### config.mk
export PLATFORM = sky130hd
export DESIGN_NAME = dct_comput
export DESIGN_NICKNAME = d
export VERILOG_FILES = /design/src/rtl/dct_comput.sv
export SDC_FILE = /design/constraint.sdc
export NUM_CORES = 2
export LEC_CHECK = 0
export BUFFER_PORTS_ARGS = -buffer_cell sky130_fd_sc_hd__buf_2
export CORE_ASPECT_RATIO = 0.6
export CORE_MARGIN = 4
export CORE_UTILIZATION = 40
export DETAILED_ROUTE_END_ITERATION = 12
export PLACE_DENSITY_LB_ADDON = 0.2
export SETUP_SLACK_MARGIN = 0.05
export SYNTH_ARGS = -nofsm -noshare
export SYNTH_HDL_FRONTEND = slang
export SYNTH_SLANG_ARGS = --single-unit
### constraint.sdc
create_clock -name clk -period 19.5 [get_ports clk]
set_input_delay 2.925 -clock clk [delete_from_list [all_inputs] [get_ports clk]]
set_output_delay 2.925 -clock clk [all_outputs]
set_load 0.005 [all_outputs]
### src/rtl/dct_comput.sv
// dct_comput: captures one 13-entry log-mel frame and computes a 13-point
// DCT-II with a single time-multiplexed MAC, one multiply per cycle.
// The 13 MFCC coefficients are presented together with a one-cycle
// mfcc_ready strobe.
// Build option: define DCT_ROUND_EN to round half up before the Q1.14
// scale-down. Without it the scale-down is a floor shift.
`timescale 1ns/1ps

module dct_comput #(
    parameter int N_IN  = 13,
    parameter int N_OUT = 13,
    parameter int DW    = 16,
    parameter int CW    = 16,
    parameter int AW    = 36
) (
    input  logic                 clk,
    input  logic                 reset,
    input  logic signed [DW-1:0] log_in [0:N_IN-1],
    input  logic                 log_ready,
    output logic signed [DW-1:0] mfcc_out [0:N_OUT-1],
    output logic                 mfcc_ready,
    output logic                 busy,
    output logic                 overrun
);
    localparam int PW = DW + CW;
    localparam logic [3:0] N_LAST = 4'(N_IN - 1);
    localparam logic [3:0] K_LAST = 4'(N_OUT - 1);
    localparam logic signed [AW-1:0] SAT_MAX = AW'((2 ** (DW - 1)) - 1);
    localparam logic signed [AW-1:0] SAT_MIN = -SAT_MAX - AW'(1);

    typedef enum logic [1:0] {S_IDLE, S_RUN, S_DONE} state_t;

    // cos(pi*k*(2n+1)/26) in Q1.14. The angle index is folded into the
    // first quadrant, so only 14 magnitudes are stored.
    function automatic logic signed [CW-1:0] cos_q14(input logic [3:0] k, input logic [3:0] n);
        logic [8:0]           m;
        logic [5:0]           r;
        logic [3:0]           idx;
        logic                 neg;
        logic signed [CW-1:0] mag;
        m = 9'(k) * 9'({n, 1'b1});
        r = 6'(m % 9'd52);
        if (r <= 6'd13) begin
            idx = r[3:0];
            neg = 1'b0;
        end else if (r <= 6'd26) begin
            idx = 4'(6'd26 - r);
            neg = 1'b1;
        end else if (r <= 6'd39) begin
            idx = 4'(r - 6'd26);
            neg = 1'b1;
        end else begin
            idx = 4'(6'd52 - r);
            neg = 1'b0;
        end
        case (idx)
            4'd0:    mag = CW'(16384);
            4'd1:    mag = CW'(16265);
            4'd2:    mag = CW'(15908);
            4'd3:    mag = CW'(15319);
            4'd4:    mag = CW'(14507);
            4'd5:    mag = CW'(13484);
            4'd6:    mag = CW'(12264);
            4'd7:    mag = CW'(10865);
            4'd8:    mag = CW'(9307);
            4'd9:    mag = CW'(7614);
            4'd10:   mag = CW'(5810);
            4'd11:   mag = CW'(3921);
            4'd12:   mag = CW'(1975);
            default: mag = '0;
        endcase
        return neg ? -mag : mag;
    endfunction

    // Drops the Q1.14 fraction and clamps the result to the output range.
    function automatic logic signed [DW-1:0] scale_sat(input logic signed [AW-1:0] x);
        logic signed [AW-1:0] t;
`ifdef DCT_ROUND_EN
        t = (x + AW'(8192)) >>> 14;
`else
        t = x >>> 14;
`endif
        if (t > SAT_MAX) t = SAT_MAX;
        else if (t < SAT_MIN) t = SAT_MIN;
        return t[DW-1:0];
    endfunction

    state_t               r_state;
    state_t               w_state_nxt;
    logic [3:0]           r_k;
    logic [3:0]           r_n;
    logic signed [AW-1:0] r_acc;
    logic signed [DW-1:0] r_cap      [0:N_IN-1];
    logic signed [DW-1:0] r_buf      [0:N_OUT-1];
    logic signed [DW-1:0] r_mfcc_out [0:N_OUT-1];
    logic                 r_mfcc_ready;
    logic                 r_overrun;
    logic                 w_capture;
    logic                 w_row_end;
    logic signed [CW-1:0] w_coef;
    logic signed [PW-1:0] w_prod;
    logic signed [AW-1:0] w_sum;

    assign w_coef = cos_q14(r_k, r_n);
    assign w_prod = PW'(r_cap[r_n]) * PW'(w_coef);
    assign w_sum  = r_acc + AW'(w_prod);

    assign mfcc_out   = r_mfcc_out;
    assign mfcc_ready = r_mfcc_ready;
    assign overrun    = r_overrun;
    assign busy       = (r_state != S_IDLE);

    // State register.
    always_ff @(posedge clk) begin
        if (reset) r_state <= S_IDLE;
        else       r_state <= w_state_nxt;
    end

    // Next state. A frame is accepted in IDLE and also in the DONE cycle,
    // so that back-to-back frames see no gap.
    always_comb begin
        w_state_nxt = r_state;
        w_capture   = 1'b0;
        w_row_end   = 1'b0;
        case (r_state)
            S_IDLE: begin
                if (log_ready) begin
                    w_capture   = 1'b1;
                    w_state_nxt = S_RUN;
                end
            end
            S_RUN: begin
                w_row_end = (r_n == N_LAST);
                if (r_n == N_LAST && r_k == K_LAST) w_state_nxt = S_DONE;
            end
            S_DONE: begin
                w_capture   = log_ready;
                w_state_nxt = log_ready ? S_RUN : S_IDLE;
            end
            default: w_state_nxt = S_IDLE;
        endcase
    end

    // Capture, MAC sequencing, output copy and strobes.
    always_ff @(posedge clk) begin
        if (reset) begin
            r_k          <= '0;
            r_n          <= '0;
            r_acc        <= '0;
            r_mfcc_ready <= 1'b0;
            r_overrun    <= 1'b0;
            for (int i = 0; i < N_IN; i++) r_cap[i] <= '0;
            for (int i = 0; i < N_OUT; i++) r_mfcc_out[i] <= '0;
        end else begin
            r_mfcc_ready <= 1'b0;
            r_overrun    <= (r_state == S_RUN) && log_ready;
            if (w_capture) begin
                r_cap <= log_in;
                r_acc <= '0;
                r_k   <= '0;
                r_n   <= '0;
            end else if (r_state == S_RUN) begin
                if (w_row_end) begin
                    r_acc <= '0;
                    r_n   <= '0;
                    r_k   <= (r_k == K_LAST) ? 4'd0 : 4'(r_k + 4'd1);
                end else begin
                    r_acc <= w_sum;
                    r_n   <= 4'(r_n + 4'd1);
                end
            end
            if (r_state == S_DONE) begin
                r_mfcc_out   <= r_buf;
                r_mfcc_ready <= 1'b1;
            end
        end
    end

    // Result buffer: one entry per completed row, published in DONE.
    always_ff @(posedge clk) begin
        if (w_row_end) r_buf[r_k] <= scale_sat(w_sum);
    end

endmodule

==> results.py <==
metrics = {
    "run_status": {
        "status": "completed",
    },
    "final_layout": {
        "areaGrowthSynthToFinish_pct": 14.0,
        "fin_nets": 5115,
        "final_common_cell": "nand2_1",
        "stdcell_area_um2": 44300,
        "final_cell_mix": "nand2_1, a21oi_1, dfxtp_1",
        "drive_gt1_share_pct": 15.1,
    },
    "cts": {
        "insertion_delay_ps": 650,
        "htreeDepth": 3,
        "post_cts_resized": 0,
        "cts.sinks": 672,
        "cts_hold_buf": 0,
        "cts_setup_buffers": 0,
        "cts_buffer_depth": 3,
        "cts_tree": "yes",
        "clkSlewWorstSetupHoldPaths_ps": 60,
        "cts_buffers": 66,
        "root_buffer": "clkbuf_16",
    },
    "timing": {
        "grt_setup_unrepaired": "no",
        "timing.final.hold_violations": 0,
        "clock_skew_ps": 32.6,
        "fin_crit_ps": 17900,
        "maxSlewHeadroom_pct": 20.1,
        "tightestPinTransition_ps": 1200,
        "period_share_pct": 91.8,
        "max_clock_freq_mhz": 55.9,
        "finalSetupViolations": 0,
        "final_max_slew_viol_count": 0,
        "worst_slack_ps": 1600,
        "setup_tns_ps": 0,
    },
    "power": {
        "switching_share_pct": 25.6,
        "leakagePower_nw": 18.6,
        "cellPowerDensity_nw_per_um2": 69.8,
        "peakVddDrop_mv": 0.0586,
        "power.internal_mw": 2.30,
        "seq_power_share_pct": 49.3,
        "power_frac_comb_pct": 9.6,
        "p_clk_share_pct": 41.1,
        "power_mw": 3.09,
        "power.switching_mw": 0.791,
    },
    "worst_setup_path": {
        "r2r-start": "r_n[2]$_SDFFE_PP0N_",
        "critical-path-slowest-cell": "xor2_1",
        "cp-start-kind": "flop",
        "cp-end-kind": "flop",
        "crit_fanout": 35,
        "reg2reg_slack_ps": 1600,
        "cp_slowest_stage_delay_ps": 830,
        "crit_required_ps": 19840,
        "critPathLaunch": "r_n[2]$_SDFFE_PP0N_",
        "r2r_end": "r_buf[177]$_DFFE_PP_",
        "rr_worst_depth": 55,
        "critPathKind": "reg -> reg",
        "critical_path_arrival_ps": 18240,
    },
    "floorplan": {
        "fp.dieH_um": 249,
        "coreArea_um2": 96100,
        "die_x_um": 410,
        "fp-row-count": 88,
        "ios": 422,
        "start_util_pct": 40.4,
        "dieArea_um2": 102000,
    },
    "hold_path": {
        "timing.hold.worst_path_depth": 2,
        "worstHoldEndpoint": "mfcc_out[136]$_SDFFE_PP0P_",
        "hp-start": "mfcc_out[136]$_SDFFE_PP0P_",
        "hold_path.class": "reg -> reg",
    },
    "placed_design": {
        "io_buffer_count": 421,
        "dp_hpwl_um": 85600,
        "gp_congestion": 0.873,
        "dp_slack_ps": 1530,
        "dpl_cell_area_um2": 42100,
    },
    "logic_synthesis": {
        "synth_area_um2": 38800,
        "avgSynthCellArea_um2": 9.34,
        "synthCells": 4154,
        "yosys_most_used_dff": "dfxtp_1",
        "synth_warnings": 0,
        "synth_edf_count": 208,
        "async_reset_ff_share_pct": 0,
        "ys_ff_latch": 672,
        "synthDistinctLibCells": 95,
        "synth_seq_area_share_pct": 40.0,
        "synth_top_cell_area_share_pct": 23.9,
        "netlist_top_cells_area": "dfxtp_1, fa_1, edfxtp_1",
        "syn_nets": 4821,
        "yosysTopAreaCell": "dfxtp_1",
    },
    "grt": {
        "met2_usage_pct": 31.2,
        "grtUsageMet1_pct": 34.7,
        "antenna_found_initial": 2,
        "top_usage_layer": "met1",
        "grt_pass1_vias": 29000,
        "globalRouteOverflowTotal": 0,
        "grt_pass1_wl_um": 178000,
        "gr-usage-met3_pct": 4.73,
        "grtUsageTotal_pct": 22.4,
        "grt_max_degree": 209,
    },
    "drt": {
        "num_vias": 30200,
        "drc_errors": 0,
        "wl_per_cell_um": 20.1,
        "dr.pass1.iters": 5,
        "drt_iter0_markers": 2618,
        "avgViaCountPerCell": 5.20,
        "routed_wl_um": 117000,
        "final_antenna_net_count": 0,
    },
    "job": {
        "cap_viol_max_count": 0,
    },
}
## layer usage
metal  up-vias  share of wire, %
met5         -            0.0060
met4         2               2.6
met3       140               7.0
met2       938                41
met1     14800                49
li1      14300                 -
## synthesized netlist by cell type (13+ instances only)
library cell and instances:
buf_1 13, nor2_1 169, a22oi_1 16, nand3_1 34
dfxtp_1 464, edfxtp_1 208, nand2_1 1054, a211oi_1 46
a31oi_1 33, nor3_1 30, mux4_2 48, o21ai_0 42
inv_1 392, and2_1 27, o21a_1 19, a21oi_1 477
o31ai_1 25, nand2b_1 30, fa_1 321, a221oi_1 14
ha_1 135, xnor2_1 36, o21ai_1 22, xor2_1 22
nor2b_1 39, clkbuf_1 208, and3_1 16, buf_2 26
## power by group through the flow
| stage | Sequential [mW] | Combinational [mW] | Clock [mW] |
|---|---|---|---|
| after CTS | 1.52 | 0.299 | 1.30 |
| after global placement | 1.55 | 0.294 | 0 |
| after global routing | 1.53 | 0.325 | 1.35 |
| final | 1.52 | 0.296 | 1.27 |
| after floorplan | 1.55 | 0.166 | 0 |
| after detailed placement | 1.55 | 0.297 | 0 |
## state kept, by name, indices dropped and copies added, names as in the netlist
signal,cells
mfcc_out,208
mfcc_ready,1
overrun,1
r_acc,36
r_buf,208
r_cap,208
r_k,4
r_n,4
r_state,2
## through the flow
stage,util (%),std cells,hold WS (ps)
after floorplan,-,4154,433
final,46.0,5804,450
after global routing,46.0,5804,464
after global placement,43.8,5685,439
after CTS,46.0,5803,452
after detailed placement,43.8,5685,443
## worst max-delay path by stage
stage | endpoint | slack [ps] | depth (start not counted)
after floorplan | r_buf[0]$_DFFE_PP_ | 3520 | 61
after global placement | r_buf[193]$_DFFE_PP_ | 1810 | 54
after detailed placement | r_buf[49]$_DFFE_PP_ | 1530 | 55
after CTS | r_buf[167]$_DFFE_PP_ | 1450 | 55
after global routing | r_buf[2]$_DFFE_PP_ | 390 | 55
final | r_buf[177]$_DFFE_PP_ | 1600 | 55
## cell families after synthesis
kind of cell | synth area share, %
adder cells (fa/ha/maj) | 20.9
AND/OR/NAND/NOR | 15.3
AO/OA/AOI/OAI | 12.8
XOR/XNOR | 1.46
buffers and inverters | 6.42
flip-flops | 40.0
multiplexers | 3.08
## worst max-delay path: cells and delay by family, from the launching register on
family | cells | cell delay (ps)
compound gates | 22 | 6270
fa+ha+maj | 12 | 5310
simple gates | 11 | 2680
xor+xnor | 2 | 1280
buf+inv | 7 | 810
flops | 1 | 810
mux | 1 | 400
## final cells by class
type,count,area [um2]
Timing Repair Buffer,477,2560
Sequential cell,672,15500
Antenna cell,1,2.50
Multi-Input combinational cell,2831,20900
Clock inverter,26,269
Tap cell,1305,1630
Clock buffer,92,1860
Inverter,400,1500
Fill cell,9290,51900
No activity file was read; power rests on OpenSTA's default activity.
